## src/rtl/deco_instructions_pkg.sv

```systemverilog
// Shared definitions for the instruction decoder.
// Holds the instruction-class codes, field widths and bit positions, and the
// packed struct that carries one set of decoded fields.
package deco_instructions_pkg;

  localparam int unsigned INSTRUCTION_SIZE = 16;
  localparam int unsigned TYPES            = 2;
  localparam int unsigned REG_ADDR         = 3;
  localparam int unsigned ADDR_W           = 13;
  localparam int unsigned IMM_W            = 10;

  // Instruction class codes, taken from instruction[15:14].
  localparam logic [TYPES-1:0] TYPE_M = 2'b00;
  localparam logic [TYPES-1:0] TYPE_R = 2'b01;
  localparam logic [TYPES-1:0] TYPE_I = 2'b10;
  localparam logic [TYPES-1:0] TYPE_J = 2'b11;

  // Field bit positions (MSB/LSB) within the 16-bit instruction word.
  localparam int unsigned TYPE_MSB    = 15;
  localparam int unsigned TYPE_LSB    = 14;
  localparam int unsigned DEST_MSB    = 13;  // R and M types
  localparam int unsigned DEST_LSB    = 11;
  localparam int unsigned SRC1_MSB    = 10;
  localparam int unsigned SRC1_LSB    = 8;
  localparam int unsigned SRC2_MSB    = 7;
  localparam int unsigned SRC2_LSB    = 5;
  localparam int unsigned MADDR_MSB   = 10;  // M-type address, zero-extended
  localparam int unsigned JADDR_MSB   = 12;  // J-type address
  localparam int unsigned IDEST_MSB   = 12;  // I-type destination
  localparam int unsigned IDEST_LSB   = 10;
  localparam int unsigned IMM_MSB     = 9;

  typedef struct packed {
    logic [TYPES-1:0]    itype;
    logic [REG_ADDR-1:0] src1;
    logic [REG_ADDR-1:0] src2;
    logic [REG_ADDR-1:0] dest;
    logic [ADDR_W-1:0]   addr;
    logic [IMM_W-1:0]    imm;
  } deco_fields_t;

endpackage

```

## src/rtl/deco_fields_comb.sv

```systemverilog
// Purely combinational field extractor for one instruction word.
// Ports:
//   instruction  in   16-bit instruction word
//   fields       out  decoded fields; fields unused by the class are zero
module deco_fields_comb
  import deco_instructions_pkg::*;
(
  input  logic [INSTRUCTION_SIZE-1:0] instruction,
  output deco_fields_t                fields
);

  logic [TYPES-1:0] itype;
  assign itype = instruction[TYPE_MSB:TYPE_LSB];

  always_comb begin
    fields       = '0;
    fields.itype = itype;
    unique case (itype)
      TYPE_R: begin
        fields.dest = instruction[DEST_MSB:DEST_LSB];
        fields.src1 = instruction[SRC1_MSB:SRC1_LSB];
        fields.src2 = instruction[SRC2_MSB:SRC2_LSB];
      end
      TYPE_M: begin
        fields.dest = instruction[DEST_MSB:DEST_LSB];
        fields.addr = {2'b00, instruction[MADDR_MSB:0]};
      end
      TYPE_J: begin
        // Bit 13 is not part of the jump target.
        fields.addr = instruction[JADDR_MSB:0];
      end
      TYPE_I: begin
        // Bit 13 is reserved; the immediate is passed raw.
        fields.dest = instruction[IDEST_MSB:IDEST_LSB];
        fields.imm  = instruction[IMM_MSB:0];
      end
      default: fields = '0;
    endcase
  end

endmodule

```

## src/rtl/deco_instructions.sv

```systemverilog
// Instruction decoder between fetch and register file / execute.
// Decodes the instruction combinationally and registers the fields on a
// valid instruction; out_valid follows in_valid with one cycle of latency.
// Ports:
//   clk          in   clock, rising edge
//   rst          in   asynchronous active-high reset
//   in_valid     in   instruction present this cycle
//   instruction  in   instruction word
//   out_valid    out  decoded fields valid
//   instr_type   out  instruction class, instruction[15:14]
//   src1, src2   out  source register addresses
//   dest         out  destination register address
//   addr         out  memory / jump address
//   imm          out  immediate
module deco_instructions
  import deco_instructions_pkg::*;
#(
  parameter int unsigned INSTRUCTION_SIZE = deco_instructions_pkg::INSTRUCTION_SIZE,
  parameter int unsigned TYPES            = deco_instructions_pkg::TYPES,
  parameter int unsigned REG_ADDR         = deco_instructions_pkg::REG_ADDR
) (
  input  logic                          clk,
  input  logic                          rst,
  input  logic                          in_valid,
  input  logic [INSTRUCTION_SIZE-1:0]   instruction,
  output logic                          out_valid,
  output logic [TYPES-1:0]              instr_type,
  output logic [REG_ADDR-1:0]           src1,
  output logic [REG_ADDR-1:0]           src2,
  output logic [REG_ADDR-1:0]           dest,
  output logic [INSTRUCTION_SIZE-4:0]   addr,
  output logic [INSTRUCTION_SIZE-7:0]   imm
);

  deco_fields_t fields_d;
  deco_fields_t fields_q;
  logic         valid_q;

  deco_fields_comb u_fields (
    .instruction (instruction),
    .fields      (fields_d)
  );

  // Fields load only on a valid instruction and otherwise hold.
  always_ff @(posedge clk or posedge rst) begin
    if (rst) begin
      fields_q <= '0;
      valid_q  <= 1'b0;
    end else begin
      valid_q <= in_valid;
      if (in_valid) begin
        fields_q <= fields_d;
      end
    end
  end

  assign out_valid  = valid_q;
  assign instr_type = fields_q.itype;
  assign src1       = fields_q.src1;
  assign src2       = fields_q.src2;
  assign dest       = fields_q.dest;
  assign addr       = fields_q.addr;
  assign imm        = fields_q.imm;

endmodule

```

## config.mk

```make
export PLATFORM = sky130hd
export DESIGN_NAME = deco_instructions
export DESIGN_NICKNAME = d
export VERILOG_FILES = /design/src/rtl/deco_instructions_pkg.sv /design/src/rtl/deco_fields_comb.sv /design/src/rtl/deco_instructions.sv
export SDC_FILE = /design/constraint.sdc
export NUM_CORES = 1
export LEC_CHECK = 0
export BUFFER_PORTS_ARGS = -buffer_cell sky130_fd_sc_hd__buf_2
export CAP_MARGIN = 10
export CORE_UTILIZATION = 42
export CTS_BUF_LIST = sky130_fd_sc_hd__clkbuf_8
export DETAILED_ROUTE_END_ITERATION = 10
export HOLD_SLACK_MARGIN = 0.15
export PLACE_DENSITY = 0.75
export SLEW_MARGIN = 25
export SYNTH_ARGS = -nofsm -noshare
export SYNTH_HDL_FRONTEND = slang
export SYNTH_SLANG_ARGS = --single-unit
```

## constraint.sdc

```tcl
create_clock -name clk -period 2.7 [get_ports clk]
set_clock_uncertainty 0.05 [all_clocks]
set_input_delay 0.27 -clock clk [delete_from_list [all_inputs] [get_ports clk]]
set_output_delay 0.27 -clock clk [all_outputs]
set_load 0.1 [all_outputs]
```

==> parameters.txt <==
Parameter                              Value

Synth
  Area leader, netlist    sky130_fd_sc_hd__dfrtp_1
  Top-area cell type share of the netlist area    63.0%
  Synth unique cells    19
  Sequential-to-total area share from yosys stat    between 60 and 70%
  Most frequent cells after synthesis    35 x sky130_fd_sc_hd__dfrtp_1, 26 x sky130_fd_sc_hd__o2bb2ai_1, 11 x sky130_fd_sc_hd__nand2_1
  Number of enable-type register cells in the synthesized netlist    0
  Yosys warns    0
  Share of async-settable or async-resettable flops after synthesis    between 90% and 100%
  Post-synth top flop    sky130_fd_sc_hd__dfrtp_1
  Nets in the synthesized netlist    131
  Count of state elements after synthesis    35
  Main area contributors after synthesis    sky130_fd_sc_hd__dfrtp_1 63%, sky130_fd_sc_hd__o2bb2ai_1 16%, sky130_fd_sc_hd__ha_1 3.6%, sky130_fd_sc_hd__nand2_1 3.0%, sky130_fd_sc_hd__a211oi_1 1.6%
  Most common cell in the netlist    sky130_fd_sc_hd__dfrtp_1
  Synthesized area per cell    12.9 µm²
  Count of mapped cells out of synthesis    108
  Post-synthesis instance area    1390 µm²

Die
  Initial core utilization    about 45%
  Number of placed I/O pins    54
  Overall die height    59.5 µm
  Chip width    59.5 µm
  Core area    3100 µm²
  Die footprint    ~3500 µm²
  FP Rows    20

Finish
  Post-route core utilization    a little under three fifths
  # nets final    188
  Fillers    292
  Area taken by flip-flops and latches    876 µm²
  Diode count    0
  Multi-input gate area    454 µm²
  Fraction of final layout cells sized beyond drive strength 1    38.0%
  Area Growth Syn to Fin    27.7%

STA
  Final number of max-transition violations    0
  Min Tclk post-route    1.43 ns
  Final-report hold violation count    0
  RSZ-0062 raised after global routing    no
  Final setup violation count    0
  Final worst-path cycle share    53.0%
  Tightest slew margin relative to the limit    between 40% and 50%
  Maximum operating frequency    0.699 GHz
  Final-layout setup total negative slack    0 ns
  Worst-case hold slack    0.177 ns
  Slew @ Worst Pin    0.820 ns
  Worst Slack Setup Final    between 1 and 1.5 ns

Placed design
  Place WS    0.910 ns
  Count of port buffers added during placement    53
  RePlAce Congestion    ~0.83
  Placed wire-length estimate after detailed placement    2100 µm

Global routing
  Via count of the first global-routing pass    1087
  Antenna violations before repair    0
  Gr ovfl total    0
  Global-route wire length before repair    4820 µm
  Largest net degree at the start of global routing    36
  GR Util All Layers    19.0%

Clock network
  Maximum level of the CTS H-tree    2
  Total clock sinks    35
  # Post-CTS Setup Buffers    0
  CTS clock-pin slew for the worst setup and hold paths    0.07 ns
  Clock latency of the later-clocked register in the worst-skew pair    0.28 ns
  TritonCTS clock tree    yes
  Clk root buf    sky130_fd_sc_hd__clkbuf_8
  Maximum number of buffers from clock root to sink    2
  Post-CTS resize count    0
  TritonCTS buffer count    5

Setup path
  Startpoint of the worst register-to-register path    instr_type[0]
  CP Buf/Inv Count    2
  Nature of the critical path endpoint    flop
  Internal reg-to-reg setup slack    between 1.5 and 2 ns
  Crit path required time    2.78 ns
  Endpoint of the most critical register-to-register path    instr_type[0]
  Timing startpoint of the critical path    instruction[14]
  Highest cell delay on the worst timing path    0.67 ns
  Crit Path Category    in -> reg
  Crit start category    primary input
  Reg2Reg Depth    1
  Critical path arrival    1.51 ns
  Slowest stage cell on the critical path    sky130_fd_sc_hd__o21bai_1
  CP Max Fanout    11
  Critical path's top delay family    compound AO/OA/AOI/OAI gates
  Cells traversed along the worst timing path    buf_2 -> inv_1 -> ha_1 -> o21bai_1 -> o2bb2ai_1

Min path
  Worst Hold Launch    instruction[12]
  Endpoint of the worst hold path    addr[12]
  Hold depth    2
  Hold WC Path Type    in -> reg

Detailed routing
  Detailed-route DRC error count    0
  Routed Wire Length    2940 µm
  Post-detailed-route via-to-cell ratio    5.11
  DR WL/cell    roughly 14 µm
  Routed vias    1073
  Antenna violation net count after detailed routing    0
  DRT iter0 DRCs    43
  Number of iterations in the first detailed-routing pass    4

Power
  Total power consumption of the routed design    0.00132 W
  Peak VDD IR    0.441 mV
  Power density of the placed cells    roughly 740 nW/µm²
  Cell leakage power    0.930 nW

Flow run
  Maxcap violations    0

Outcome
  Outcome    finished clean
==> worst max path at each step <==
stage | end | slack [ns] | depth (start not counted)
finish | addr[9] | 1.27 | 5
global route | addr[9] | 1.10 | 5
CTS | addr[9] | 1.23 | 5
detailed placement | addr[9] | 0.91 | 5
global placement | addr[0] | 1.06 | 5
floorplan | dest[0] | 1.37 | 2
==> area by class of cell <==
type	instances	share of cell area (%)
flip-flops and latches	35	49.3
multi-input cells	61	25.6
repair buffers	55	15.9
clock buffers	5	3.88
well taps	44	3.10
inverters	7	1.48
clock inverters	3	0.705
==> layout by cell type (no fill, tap or decap), types with 3 or more instances in the layout <==
cell / synthesis / routed
sky130_fd_sc_hd__clkbuf_8: 0 / 5
sky130_fd_sc_hd__nor2_1: 3 / 3
sky130_fd_sc_hd__buf_2: 3 / 53
sky130_fd_sc_hd__nand2_1: 11 / 11
sky130_fd_sc_hd__inv_1: 5 / 7
sky130_fd_sc_hd__o21ai_0: 4 / 4
sky130_fd_sc_hd__a21boi_0: 3 / 3
sky130_fd_sc_hd__o2bb2ai_1: 26 / 26
sky130_fd_sc_hd__ha_1: 4 / 4
sky130_fd_sc_hd__dfrtp_1: 35 / 35
sky130_fd_sc_hd__a211oi_1: 3 / 3
==> what timing repair did <==
action                     4_1_cts  5_1_grt
hold endpoints to repair        35        0
setup endpoints to repair        0        0
hold buffers                     1        0
==> where the power goes <==
group          internal, W  switching (W)  leakage (nW)
clock             0.000173       0.000175        0.0505
sequential        0.000559      0.0000189         0.463
combinational    0.0000604       0.000329         0.416
total             0.000793       0.000523         0.930
==> cell families after synthesis <==
family,Yosys count,share of synthesized area [%]
multiplexers,2,1.62
buffers and inverters,12,4.32
AO/OA/AOI/OAI,39,22.9
AND/OR/NAND/NOR,16,4.59
flip-flops,35,63.0
adder cells (fa/ha/maj),4,3.60
==> stage by stage <==
| step | cell area [µm²] | std cells |
|---|---|---|
| floorplan | 1390 | 108 |
| global placement | 1680 | 201 |
| detailed placement | 1680 | 201 |
| CTS | 1780 | 210 |
| global route | 1780 | 210 |
| finish | 1780 | 210 |
==> flip-flops by register name (all words and copies together), names as in the netlist <==
name	cells
addr	13
imm	10
dest	3
src1	3
src2	3
instr_type	2
out_valid	1
==> metal layers <==
metal,vias to the layer above,routed length (µm),global-route usage [%]
met2,29,1380,28.7
met1,527,1310,23.0
met4,0,87,13.3
met5,-,0,0
met3,11,162,5.90
li1,506,-,-
No activity file was read; power rests on OpenSTA's default activity.
